### src/rtl/ctrl_pipeline.sv
// Control-bit pipeline for the 5-stage core: carries decoder outputs through
// ID/EX, EX/MEM and MEM/WB, derives the EX-stage PC select and counts retires.
module ctrl_pipeline #(
  parameter int CNT_W = 32
) (
  input  logic             clk,
  input  logic             rst_n,
  input  logic             valid_d,
  input  logic             reg_write_d,
  input  logic [1:0]       result_src_d,
  input  logic             mem_write_d,
  input  logic             jump_d,
  input  logic             branch_d,
  input  logic             alu_src_d,
  input  logic [2:0]       alu_control_d,
  input  logic             zero_e,
  input  logic             flush_e,
  input  logic             stall_all,
  output logic             reg_write_e,
  output logic [1:0]       result_src_e,
  output logic             mem_write_e,
  output logic             jump_e,
  output logic             branch_e,
  output logic             alu_src_e,
  output logic [2:0]       alu_control_e,
  output logic             valid_e,
  output logic             pc_src_e,
  output logic             reg_write_m,
  output logic [1:0]       result_src_m,
  output logic             mem_write_m,
  output logic             valid_m,
  output logic             reg_write_w,
  output logic [1:0]       result_src_w,
  output logic             valid_w,
  output logic [CNT_W-1:0] instret
);

  localparam int STAGES = 3;

  typedef struct packed {
    logic       reg_write;
    logic [1:0] result_src;
    logic       mem_write;
    logic       jump;
    logic       branch;
    logic       alu_src;
    logic [2:0] alu_control;
  } ex_ctrl_t;

  typedef struct packed {
    logic       reg_write;
    logic [1:0] result_src;
    logic       mem_write;
  } mem_ctrl_t;

  typedef struct packed {
    logic       reg_write;
    logic [1:0] result_src;
  } wb_ctrl_t;

  ex_ctrl_t            ctrl_d, ctrl_e;
  mem_ctrl_t           ctrl_m;
  wb_ctrl_t            ctrl_w;
  logic [STAGES:1]     vld_pipe;
  logic [CNT_W-1:0]    instret_q;

  // A mux (not an AND) so X on the control inputs cannot leak into a bubble.
  always_comb begin
    ctrl_d = '0;
    if (valid_d) begin
      ctrl_d.reg_write   = reg_write_d;
      ctrl_d.result_src  = result_src_d;
      ctrl_d.mem_write   = mem_write_d;
      ctrl_d.jump        = jump_d;
      ctrl_d.branch      = branch_d;
      ctrl_d.alu_src     = alu_src_d;
      ctrl_d.alu_control = alu_control_d;
    end
  end

  // Stall freezes everything, flush included; the hazard unit repeats flush.
  always_ff @(posedge clk or negedge rst_n) begin
    if (!rst_n) begin
      ctrl_e    <= '0;
      ctrl_m    <= '0;
      ctrl_w    <= '0;
      vld_pipe  <= '0;
      instret_q <= '0;
    end else if (!stall_all) begin
      ctrl_e      <= flush_e ? ex_ctrl_t'('0) : ctrl_d;
      vld_pipe[1] <= valid_d & ~flush_e;
      ctrl_m      <= '{reg_write:  ctrl_e.reg_write,
                       result_src: ctrl_e.result_src,
                       mem_write:  ctrl_e.mem_write};
      ctrl_w      <= '{reg_write:  ctrl_m.reg_write,
                       result_src: ctrl_m.result_src};
      vld_pipe[STAGES:2] <= vld_pipe[STAGES-1:1];
      if (vld_pipe[STAGES])
        instret_q <= instret_q + 1'b1;
    end
  end

  // Side-effect bits are re-gated with their stage valid so a bubble is inert
  // even if a stage register ever held stale control.
  assign reg_write_e   = ctrl_e.reg_write & vld_pipe[1];
  assign result_src_e  = ctrl_e.result_src;
  assign mem_write_e   = ctrl_e.mem_write & vld_pipe[1];
  assign jump_e        = ctrl_e.jump      & vld_pipe[1];
  assign branch_e      = ctrl_e.branch    & vld_pipe[1];
  assign alu_src_e     = ctrl_e.alu_src;
  assign alu_control_e = ctrl_e.alu_control;
  assign valid_e       = vld_pipe[1];
  assign pc_src_e      = vld_pipe[1] & (ctrl_e.jump | (ctrl_e.branch & zero_e));

  assign reg_write_m   = ctrl_m.reg_write & vld_pipe[2];
  assign result_src_m  = ctrl_m.result_src;
  assign mem_write_m   = ctrl_m.mem_write & vld_pipe[2];
  assign valid_m       = vld_pipe[2];

  assign reg_write_w   = ctrl_w.reg_write & vld_pipe[3];
  assign result_src_w  = ctrl_w.result_src;
  assign valid_w       = vld_pipe[3];

  assign instret       = instret_q;

endmodule

### config.mk
export PLATFORM = sky130hd
export DESIGN_NAME = ctrl_pipeline
export DESIGN_NICKNAME = d
export VERILOG_FILES = /design/src/rtl/ctrl_pipeline.sv
export SDC_FILE = /design/constraint.sdc
export NUM_CORES = 1
export LEC_CHECK = 0
export CORE_ASPECT_RATIO = 0.7
export CORE_MARGIN = 8
export CORE_UTILIZATION = 45
export DETAILED_ROUTE_END_ITERATION = 16
export DONT_BUFFER_PORTS = 1
export PLACE_DENSITY = 0.66
export SLEW_MARGIN = 20
export SYNTH_ARGS = -nofsm -noshare
export SYNTH_HDL_FRONTEND = slang
export SYNTH_SLANG_ARGS = --single-unit
export TNS_END_PERCENT = 100
### constraint.sdc
create_clock -name clk -period 1.9 [get_ports clk]
set_input_delay 0.38 -clock clk [delete_from_list [all_inputs] [get_ports clk]]
set_output_delay 0.38 -clock clk [all_outputs]
set_load 0.01 [all_outputs]
After elaboration in Yosys (flattened, before gate mapping)
Index checks and enable logic that the tools add are counted.

storage, ports and cells
  output and inout port bits = 53
  word-level logic and storage cells = 31
  input bits = 16
  register bits = 52

cells by class
  reduce and logical (&&, ||, !) cells = 1
  add/sub/neg operators = 1
  bitwise logic cells = 13
  mux-type cells = 2

operator list
  kind                                                              number
  32-bit by 1-bit adder with 32-bit output (second input constant)  1
  10-bit two-way mux                                                2
  1-bit AND                                                         10
  1-bit NOT                                                         2
  2-bit AND reduction                                               1
  1-bit OR                                                          1

Longest topological paths before layout
  depth after elaboration = 3
  mapped depth = 6
  depth with buffers taken out = 6

Least setup slack after synthesis
OpenSTA, ideal clock, no wires.

  path type = register to register
  start point = register instret_q[3] (netlist: instret[3])
  end point = register instret_q[31] (netlist: instret[31])
  required time = 1821 ps
  arrival = 1663 ps
  buffers on the path = 1
  period minus slack after synthesis = 1742 ps
  path slack = 158 ps
  setup time = 79 ps
  cell stages (with the launch flop) = 7
  cells stage by stage = dfrtp_1 nand4_4 nor4b_4 and3_1 buf_4 nor3b_2 xor2_1

on the way
  word-level cells in the longest chain between the ends = 1

ends and longest elaborated chain
  what                                      line  source
  start: declaration                        65    logic [CNT_W-1:0] instret_q;
  start signal: assignment                  99    instret_q <= instret_q + 1'b1;
  32-bit by 1-bit adder with 32-bit output  99

Every way passes these cells.
A chain may end at the register's enable or synchronous reset.

Worst setup path after layout
  start point = register instret_q[0] (netlist: instret[0])
  end point = register instret_q[26] (netlist: instret[26])

Same word-level chain as after synthesis.

==> impl_metrics.tcl <==
set metrics [dict create \
    result_of_the_run "completed" \
    pin_count 69 \
    vdd_ir_drop_max_uv 513 \
    req_time_crit_path_ps 2110 \
    synth.ff_latch_count 52 \
    antenna_violating_nets_left 0 \
    worst_setup_path_start_kind "register" \
    area_growth_syn_to_layout_pct 12.6 \
    chip_height_um 75.8 \
    cell_total_after_placement 264 \
    slack_of_the_critical_path_ps 208 \
    h_tree_levels 2 \
    synth.top_cell.area_share_pct 56.6 \
    core_area_um2 4860 \
    die_w_um 101 \
    final_cell_area_um2 2590 \
    power.combinational.fraction_pct 12.2 \
    synth_edf_count 0 \
    cts.root.buffer_cell "clkbuf_8" \
    maxSlewHeadroom_pct 71.3 \
    first_global_vias 1471 \
    worst-setup-path-type "reg2reg" \
    placement.cell_area_um2 2460 \
    worst_setup_timing_slack_at_the_placement_stage_ps 73.1 \
    tritoncts_clock_tree "done" \
    synth.cell_area_um2 2300 \
    power.static_leakage_nw 1.26 \
    postSynth.asyncResetShare_pct 100 \
    timing_max_transition_violations_final 0 \
    p_per_area_nw_per_um2 824 \
    dr.pass1.iters 4 \
    diodes 0 \
    finalWorstPathRequiredPeriod_ps 1690 \
    power.internal_mw 1.60 \
    grt_remaining_overflow 0 \
    p_sw_mw 0.535 \
    row_count 21 \
    finalHoldViolCount 0 \
    start_util_pct 47.3 \
    drtIter0Drc 49 \
    post-synth-top-area-cell "dfrtp_1" \
    tightestPinTransition_ps 428 \
    dieArea_um2 7690 \
    synth.lib_cells_used.distinct 25 \
    critPathArrivalTime_ps 1910 \
    nets_final 221 \
    seq_total_area_yosys_pct 56.6 \
    sw_frac_of_total_pct 25.1 \
    fmax_mhz 591 \
    leading_post_synthesis_cells_by_cell_area "dfrtp_1 57%, xnor2_1 8.0%, mux2_2 4.9%" \
    clockBufferDepth 2 \
    detail_route.wirelength_mm 4.70 \
    worst-path-max-fanout 7 \
    synthesis.yosys.warnings 0 \
    detailedPlacementHpwl_mm 3.57 \
    finalClockSkew_ps 6.54 \
    clock_power_share_pct 29.0 \
    setup_tns_ps 0 \
    largest_net_degree_at_the_start_of_global_routing 53 \
    drive_gt1_share_pct 21.5 \
    clock_latency_of_the_later_clocked_register_in_the_worst_skew_pair_ps 290 \
    gp_routability_congestion 0.798 \
    vias_per_cell 5.26 \
    cts_inserted_buffers 5 \
    holdCritPathClass "in2reg" \
    synthCells 187 \
    cp-end-kind "register" \
    post_cts_buffers 0 \
    drv.max_cap_violation_count 0 \
    ys_top_cells_by_count "52 x dfrtp_1, 21 x xnor2_1, 14 x nand3_1" \
    global_route_wire_length_before_repair_mm 7.42 \
    wl_per_cell_um 17.1 \
    grt_antenna_before_repair 0 \
    cts.clk_slew.worst_paths_ps 90 \
    final_cell_count_no_fill 274 \
    setup_violations 0 \
    post-route-period-util_pct 89.0 \
    synth_top_flop_cell "dfrtp_1" \
    rsz0062_at_grt "false" \
    clock_sinks 52 \
    synthMostInstantiatedCell "dfrtp_1" \
    syn-num-nets 204 \
    syn_area_per_cell_um2 12.3 \
    remaining_drc_errors 0 \
    io_buffer_count 0 \
    grt.total_usage_pct 12.4 \
    via_count 1441 \
    share_seq_of_total_power_pct 58.7 \
]
[cell usage in the layout (no fill, tap or decap), types with 2 or more instances in the layout]
master | synthesis | layout
a21o_1 | 2 | 2
a22o_1 | 10 | 10
and2_1 | 8 | 8
and3_1 | 3 | 2
and4_1 | 4 | 4
buf_4 | 10 | 22
clkbuf_1 | 4 | 2
clkbuf_8 | 0 | 6
dfrtp_1 | 52 | 52
inv_1 | 3 | 3
mux2_2 | 10 | 10
nand2_1 | 12 | 12
nand3_1 | 14 | 14
nand4_1 | 4 | 4
nor2_1 | 9 | 9
nor3b_1 | 3 | 3
xnor2_1 | 21 | 21
xor2_1 | 10 | 10
[power groups by stage]
stage	Clock (mW)	Combinational [mW]	Sequential (mW)
finish	0.620	0.261	1.25
global route	0.674	0.289	1.27
CTS	0.642	0.265	1.26
detailed placement	0	0.235	1.28
global placement	0	0.219	1.27
floorplan	0	0.140	1.29
[worst paths after layout]
| kind | startpoint | end | slack (ps) | depth (start not counted) |
|---|---|---|---|---|
| max in group asynchronous | rst_n | instret[23] | 1100 | 2 |
| worst max register to register | instret[0] | instret[26] | 210 | 6 |
| worst max-delay path | instret[0] | instret[26] | 210 | 6 |
| worst min register to register | ctrl_w[2] | ctrl_w[2] | 500 | 1 |
| worst min-delay path | stall_all | vld_pipe[1] | 210 | 1 |
| min in group asynchronous | rst_n | instret[9] | 580 | 2 |
[timing repair]
item / CTS / global route
endpoints found under the hold margin: 52 / 0
hold buffers: 2 / 0
endpoints found under the setup margin: 0 / 4
gates resized for setup: 0 / 1
[registers in the layout, summed over array words and instances (netlist names)]
signal / count
result_src_w: 2
result_src_m: 2
instret: 32
alu_control_e: 3
ctrl_m: 2
ctrl_e: 4
vld_pipe: 3
ctrl_w: 1
result_src_e: 2
alu_src_e: 1
[layout make-up]
cell class | instances | area, um2
flip-flops and latches | 52 | 1300
well taps | 69 | 86.3
repair buffers | 24 | 203
clock buffers | 8 | 90.1
multi-input cells | 118 | 900
inverters | 3 | 11.3
fillers | 412 | 2270
[layer usage]
layer	track usage [%]	up-vias	share of wire (%)
met5	0	-	0
met2	20.1	42	48
met1	14.3	727	41
met4	3.94	0	0.72
met3	6.02	5	9.6
li1	-	667	-
[critical path, stage by stage (launching register included)]
cell and delay [ps]:
dfrtp_1 360, ha_1 180, nand4b_1 210, nor4_4 380, nand2_1 180, nor2_1 150
xor2_1 150
[through the flow]
stage	hold slack (ps)	utilization [%]	power, mW
2_1_floorplan	84.4	-	1.43
3_3_place_gp	85.8	50.7	1.49
3_5_place_dp	86.1	50.7	1.51
4_1_cts	202	53.3	2.16
5_1_grt	198	53.3	2.23
6_report	214	53.3	2.14
[cells by family (layout without fill, tap and decap cells)]
| family | count (synthesis) | count (layout) | share of synthesized area (%) |
|---|---|---|---|
| AO/OA/AOI/OAI | 12 | 12 | 4.46 |
| XOR/XNOR | 31 | 31 | 11.8 |
| adder cells (fa/ha/maj) | 1 | 1 | 0.544 |
| buffers and inverters | 17 | 35 | 4.40 |
| flip-flops | 52 | 52 | 56.6 |
| multiplexers | 10 | 10 | 4.89 |
| AND/OR/NAND/NOR | 64 | 64 | 17.3 |
(Power assumes the default switching activity.)
